$ cat src/rtl/xoodoo_sca_ctrl.sv
// rtl/xoodoo_sca_ctrl.sv - command sequencer for a masked two-share Xoodoo permutation core
module xoodoo_sca_ctrl #(
   parameter int NWORDS  = 12,
   parameter int TIMEOUT = 4096
) (
   input  logic        clk_i,
   input  logic        rst_ni,
   input  logic        cmd_valid_i,
   output logic        cmd_ready_o,
   input  logic [3:0]  cmd_flags_i,
   input  logic [31:0] cmd_domain_i,
   input  logic        cmd_dom_en_i,
   input  logic        din_valid_i,
   output logic        din_ready_o,
   input  logic [63:0] din_data_i,
   output logic        dout_valid_o,
   input  logic        dout_ready_i,
   output logic [63:0] dout_data_o,
   input  logic        rnd_valid_i,
   output logic        xd_init_o,
   output logic        xd_start_o,
   output logic        xd_word_enable_o,
   output logic        xd_domain_enable_o,
   output logic        xd_rdi_valid_o,
   output logic [63:0] xd_word_o,
   output logic [3:0]  xd_word_index_o,
   output logic [31:0] xd_domain_o,
   input  logic [63:0] xd_word_i,
   input  logic        xd_state_valid_i,
   input  logic        xd_rdi_ready_i,
   output logic        busy_o,
   output logic        err_o
);
   localparam int             CW       = $clog2(TIMEOUT + 1);
   localparam logic [3:0]     LAST_IDX = 4'(NWORDS - 1);
   localparam logic [CW-1:0]  TMO_LAST = CW'(TIMEOUT - 1);

   typedef enum logic [2:0] {IDLE, INIT, LOAD, DOM, ARM, RUN, READ, ERR} state_e;

   state_e        state_q, state_d;
   logic [3:0]    flags_q, flags_d;
   logic          dom_en_q, dom_en_d;
   logic [31:0]   domain_q, domain_d;
   logic [3:0]    cnt_q, cnt_d;
   logic [CW-1:0] cyc_q, cyc_d;
   logic          err_q, err_d;
   logic          live_q;
   logic          cmd_fire;

   // First enabled phase at or after position pos: 0 INIT, 1 LOAD, 2 DOM, 3 ARM, 4 READ.
   function automatic state_e first_phase(input logic [2:0] pos, input logic [3:0] fl,
                                          input logic de);
      state_e s;
      if (pos == 3'd0 && fl[0])       s = INIT;
      else if (pos <= 3'd1 && fl[1])  s = LOAD;
      else if (pos <= 3'd2 && de)     s = DOM;
      else if (pos <= 3'd3 && fl[2])  s = ARM;
      else if (pos <= 3'd4 && fl[3])  s = READ;
      else                            s = IDLE;
      return s;
   endfunction

   // live_q keeps cmd_ready_o low until the first edge after reset release.
   assign cmd_ready_o = live_q && (state_q == IDLE) && !err_q;
   assign cmd_fire    = cmd_valid_i && cmd_ready_o;
   assign busy_o      = (state_q != IDLE);
   assign err_o       = err_q;

   always_ff @(posedge clk_i or negedge rst_ni) begin
      if (!rst_ni) begin
         state_q  <= IDLE;
         flags_q  <= '0;
         dom_en_q <= 1'b0;
         domain_q <= '0;
         cnt_q    <= '0;
         cyc_q    <= '0;
         err_q    <= 1'b0;
         live_q   <= 1'b0;
      end else begin
         state_q  <= state_d;
         flags_q  <= flags_d;
         dom_en_q <= dom_en_d;
         domain_q <= domain_d;
         cnt_q    <= cnt_d;
         cyc_q    <= cyc_d;
         err_q    <= err_d;
         live_q   <= 1'b1;
      end
   end

   always_comb begin
      state_d            = state_q;
      flags_d            = flags_q;
      dom_en_d           = dom_en_q;
      domain_d           = domain_q;
      cnt_d              = cnt_q;
      cyc_d              = cyc_q;
      err_d              = err_q;
      din_ready_o        = 1'b0;
      dout_valid_o       = 1'b0;
      dout_data_o        = '0;
      xd_init_o          = 1'b0;
      xd_start_o         = 1'b0;
      xd_word_enable_o   = 1'b0;
      xd_domain_enable_o = 1'b0;
      xd_rdi_valid_o     = 1'b0;
      xd_word_o          = '0;
      xd_word_index_o    = '0;
      xd_domain_o        = '0;
      case (state_q)
         IDLE: begin
            if (cmd_fire) begin
               flags_d  = cmd_flags_i;
               dom_en_d = cmd_dom_en_i;
               domain_d = cmd_domain_i;
               cnt_d    = '0;
               state_d  = (cmd_flags_i == 4'd0) ? IDLE
                          : first_phase(3'd0, cmd_flags_i, cmd_dom_en_i);
            end
         end
         INIT: begin
            xd_init_o = 1'b1;
            state_d   = first_phase(3'd1, flags_q, dom_en_q);
         end
         LOAD: begin
            din_ready_o     = 1'b1;
            xd_word_index_o = cnt_q;
            if (din_valid_i) begin
               xd_word_enable_o = 1'b1;
               xd_word_o        = din_data_i;
               if (cnt_q == LAST_IDX) begin
                  cnt_d   = '0;
                  state_d = first_phase(3'd2, flags_q, dom_en_q);
               end else begin
                  cnt_d = cnt_q + 4'd1;
               end
            end
         end
         DOM: begin
            xd_domain_enable_o = 1'b1;
            xd_domain_o        = domain_q;
            state_d            = first_phase(3'd3, flags_q, dom_en_q);
         end
         ARM: begin
            xd_rdi_valid_o = rnd_valid_i;
            if (rnd_valid_i) begin
               xd_start_o = 1'b1;
               cyc_d      = '0;
               state_d    = RUN;
            end
         end
         RUN: begin
            xd_rdi_valid_o = rnd_valid_i;
            cyc_d          = cyc_q + CW'(1);
            // A request without fresh randomness means the core ran on zeroed masks.
            if (xd_rdi_ready_i && !rnd_valid_i) begin
               err_d   = 1'b1;
               state_d = ERR;
            end else if (xd_state_valid_i) begin
               cyc_d   = '0;
               state_d = first_phase(3'd4, flags_q, dom_en_q);
            end else if (cyc_q == TMO_LAST) begin
               err_d   = 1'b1;
               state_d = ERR;
            end
         end
         READ: begin
            xd_word_index_o = cnt_q;
            dout_valid_o    = 1'b1;
            dout_data_o     = xd_word_i;
            if (dout_ready_i) begin
               if (cnt_q == LAST_IDX) begin
                  cnt_d   = '0;
                  state_d = IDLE;
               end else begin
                  cnt_d = cnt_q + 4'd1;
               end
            end
         end
         ERR: begin
            err_d = 1'b1;
         end
         default: begin
            state_d = ERR;
         end
      endcase
   end
endmodule

$ cat config.mk
export PLATFORM = sky130hd
export DESIGN_NAME = xoodoo_sca_ctrl
export DESIGN_NICKNAME = d
export VERILOG_FILES = /design/src/rtl/xoodoo_sca_ctrl.sv
export SDC_FILE = /design/constraint.sdc
export NUM_CORES = 1
export LEC_CHECK = 0
export CAP_MARGIN = 40
export CELL_PAD_IN_SITES_DETAIL_PLACEMENT = 0
export CELL_PAD_IN_SITES_GLOBAL_PLACEMENT = 2
export CORE_ASPECT_RATIO = 1.2
export CORE_MARGIN = 8
export CORE_UTILIZATION = 14
export CTS_BUF_LIST = sky130_fd_sc_hd__clkbuf_8
export CTS_CLUSTER_DIAMETER = 80
export DETAILED_ROUTE_END_ITERATION = 10
export PLACE_DENSITY_LB_ADDON = 0.1
export SLEW_MARGIN = 20
export SYNTH_ARGS = -nofsm -noshare
export SYNTH_HDL_FRONTEND = slang
export SYNTH_SLANG_ARGS = --single-unit
$ cat constraint.sdc
create_clock -name clk_i -period 2.4 [get_ports clk_i]
set_clock_uncertainty 0.2 [all_clocks]
set_input_delay 0.72 -clock clk_i [delete_from_list [all_inputs] [get_ports clk_i]]
set_output_delay 0.72 -clock clk_i [all_outputs]
set_load 0.005 [all_outputs]
==> run_results.csv <==
group,metric,value,unit
sta,timing_worst_slew_pin_value,0.523,ns
setup_path,cp_data_arrival_time,1.83,ns
route,dr.max_layer_used,"met5",
sta,max_clock_freq,364,MHz
synth,synth_top_family_by_area,"simple AND/OR/NAND/NOR gates",
setup_path,critPathMaxFanout,3,
placed_design,port_buffers,346,
power_and_ir_drop,int_power,0.00536,W
layout,multi_input_comb_area,0.00290,mm²
cts,cts_tree,"built",
synth,top_reg_cell_synth,"dfrtp_1",
route,drtAntennaViolNets,0,
synth,synth_adder_area_share,0.00640,
placed_design,hpwlAfterDp,19.6,mm
setup_path,crit_chain,"buf_4 -> buf_6 -> nand2_4 -> nor2_4 -> buf_6 -> buf_12 -> buf_12 -> buf_6 -> and2_4 -> buf_6",
sta,maxSlewHeadroom,0.651,
global_routing,globalRoute.totalOverflow,0,
global_routing,global_route_wire_length_before_repair,36.7,mm
route,detail_route.vias_per_cell,4.06,
power_and_ir_drop,p_comb_frac,0.665,
synth,synth_sequential_area_ratio,0.371,
sta,setup-violations-final,171,
route,m1WireLength,9.23,mm
layout,post_route_cells_drive_above_1_share,0.530,
setup_path,critPathLaunch,"state_q[1]",
power_and_ir_drop,vdd_drop_max,0.315,mV
cts,cts-root-buf,"clkbuf_8",
setup_path,r2r_start,"state_q[1]",
route,vias,5088,
synth,async_reset_ff_frac,1.00,
synth,simple_gate_portion_of_the_synthesized_area,0.368,
cts,clock_tree.htree_level_count,3,
synth,synthesis.instances,444,
floorplanning,num_io_pins,347,
layout,n_fill_cell,2802,
setup_path,critical_path.most_common_cell,"buf_6",
run_status,outcome,"finished with violations",
sta,final_max_slew_viol_count,0,
power_and_ir_drop,switching_power,0.00269,W
global_routing,vias_in_the_first_global_route,5400,
synth,xor_and_xnor_area_share_after_synthesis,0,
cts,cts.reportedPaths.clkPinSlew,0.07,ns
sta,finalHoldViolations,0,
hold_path,hp-class,"input pin to asynchronous set/reset pin",
setup_path,path_delay_family,"buffers and inverters",
route,met3_length,2.40,mm
cts,numCtsBuffers,9,
power_and_ir_drop,share_clk_of_total_power,0.142,
sta,grt_setup_unrepaired,"yes",
sta,min_period_over_period,1.14,
sta,fin_ws,-0.346,ns
sta,hold_ws,0.182,ns
setup_path,critical_path.max_stage_delay,0.40,ns
global_routing,groute.usage.overall,0.147,
floorplanning,die-area,0.0336,mm²
global_routing,grt_max_degree,42,
layout,relative_area_change_from_synthesis_to_final_layout,153,%
placed_design,preCtsSetupSlack,-0.916,ns
floorplanning,effective_utilization_at_floorplan,0.141,
cts,clkLatencyLatePin,0.33,ns
global_routing,grt_antenna_before_repair,4,
cts,hold_buffers,0,
cts,clockBufferDepth,2,
route,initialDrtViolationCount,183,
setup_path,path_class,"flip-flop to primary output",
setup_path,crit_slowest_cell,"dfrtp_1",
synth,synthDistinctLibCells,45,
setup_path,required,1.48,ns
synth,synth-compound-area-share,0.0908,
floorplanning,row_count,67,
floorplanning,dieWidth,169,µm
run_status,violations,"negative setup slack",
synth,synth_nets,619,
setup_path,path_buf_inv,7,
power_and_ir_drop,power-per-cell-area,815,mW/mm²
synth,synth.avg_cell_area,8.81,µm²
synth,count_of_flip_flops_with_a_built_in_enable_after_synthesis,0,
synth,yosysWarnings,0,
job,maxCapViolations,0,
route,wire_per_inst,21.0,µm
synth,count_of_state_elements_after_synthesis,58,
layout,seqCellArea,0.00145,mm²
cts,cts.sinks,58,
floorplanning,die-height,199,µm
power_and_ir_drop,sw_frac_of_total,0.334,
setup_path,critical_path.endpoint_type,"primary output",
power_and_ir_drop,seqPwrFrac,0.193,
route,routed_wirelength,26.3,mm
power_and_ir_drop,p_leak,4.51,nW
route,drc,0,
placed_design,gp_congestion,0.899,
floorplanning,placeableCoreArea,0.0277,mm²
synth,synth_area,0.00391,mm²
sta,timing.final.crit_period,2.75,ns
setup_path,timing.reg2reg.setup_slack,-0.02,ns
setup_path,critical_path.startpoint_type,"flip-flop",
synth,post_synth_mux_area_share,0.119,
route,firstDrtPassIters,4,
layout,finalNetCount,1042,
route,met2_wirelength,14.1,mm
state kept, by name, summed over array words and instances (netlist names):
name and flops:
cnt_q 4, cyc_q 13, dom_en_q 1, domain_q 32, err_o 1, flags_q 3
live_q 1, state_q 3
layout by cell type (no fill, tap or decap), drive strengths merged, types with 2 or more instances in the layout:
| cell type | instances |
|---|---|
| a21oi | 10 |
| a22o | 2 |
| a31oi | 5 |
| and2 | 100 |
| and3 | 66 |
| buf | 270 |
| bufinv | 3 |
| clkbuf | 17 |
| clkdlybuf4s50 | 170 |
| clkinv | 2 |
| dfrtp | 58 |
| diode | 2 |
| dlygate4sd2 | 2 |
| ha | 2 |
| inv | 8 |
| mux2 | 38 |
| mux2i | 3 |
| nand2 | 17 |
| nand2b | 4 |
| nand3 | 6 |
| nand3b | 2 |
| nand4 | 4 |
| nor2 | 24 |
| nor2b | 7 |
| nor3 | 4 |
| nor3b | 3 |
| o21ai | 26 |
| o31ai | 5 |
| o41ai | 2 |
| or3 | 2 |
stage by stage:
step	TNS [ns]	power (W)	std cells	area, µm²	util
finish	-38.68	0.00805	1253	9880	0.356
global route	-53.20	0.00859	1251	9880	0.356
CTS	-50.20	0.00776	1241	9340	0.337
detailed placement	-89.44	0.00506	1175	8110	0.292
global placement	-91.07	0.00504	1175	8110	0.292
floorplan	-1.60	0.00295	444	3910	-
cell type report:
class | instances | share of cell area
antenna | 2 | 0.000507
clock buffer | 11 | 0.0153
clock inverter | 5 | 0.0101
inverter | 8 | 0.00304
multi-input combinational | 342 | 0.293
sequential | 58 | 0.147
tap | 379 | 0.0480
timing repair buffer | 448 | 0.483
power groups by stage:
stage / combinational, W / sequential, W / clock, W
finish: 0.00535 / 0.00155 / 0.00115
floorplan: 0.00149 / 0.00146 / 0
CTS: 0.00501 / 0.00154 / 0.00120
global placement: 0.00352 / 0.00152 / 0
detailed placement: 0.00351 / 0.00155 / 0
global route: 0.00574 / 0.00160 / 0.00124
cells by family after synthesis:
family,Yosys count
multiplexers,41
AO/OA/AOI/OAI,58
buffers and inverters,44
AND/OR/NAND/NOR,240
other,1
adder cells (fa/ha/maj),2
flip-flops,58
synth_stat cells, types with 6 or more instances:
cell type / number / area [µm²]
and2_1: 99 / 619
and3_1: 66 / 413
dfrtp_1: 58 / 1450
mux2_1: 35 / 394
clkbuf_1: 30 / 113
nor2_1: 22 / 82.6
o21ai_0: 20 / 100
nand2_1: 16 / 60.1
a21oi_1: 10 / 50.1
inv_1: 8 / 30.0
nor2b_1: 7 / 43.8
nand3_1: 6 / 30.0
what timing repair did:
action                     4_1_cts  5_1_grt
setup endpoints to repair      173      173
gates cloned                    15        5
resized for setup              937      130
setup buffers                   38       14
pin swaps                       77       29
worst paths after layout:
check	endpoint	depth (start not counted)
min	cyc_q[2]	2
max reg2reg	domain_q[7]	10
max in group asynchronous	flags_q[1]	2
max	xd_domain_o[10]	10
min reg2reg	domain_q[22]	1
min in group clk_i	domain_q[22]	1
metal layers:
layer | up-vias | global-route usage
li1 | 2383 | -
met1 | 2438 | 0.143
met2 | 234 | 0.287
met3 | 25 | 0.0555
met4 | 8 | 0.0381
met5 | - | 0
Note: power is estimated with default switching activity, not from simulation.
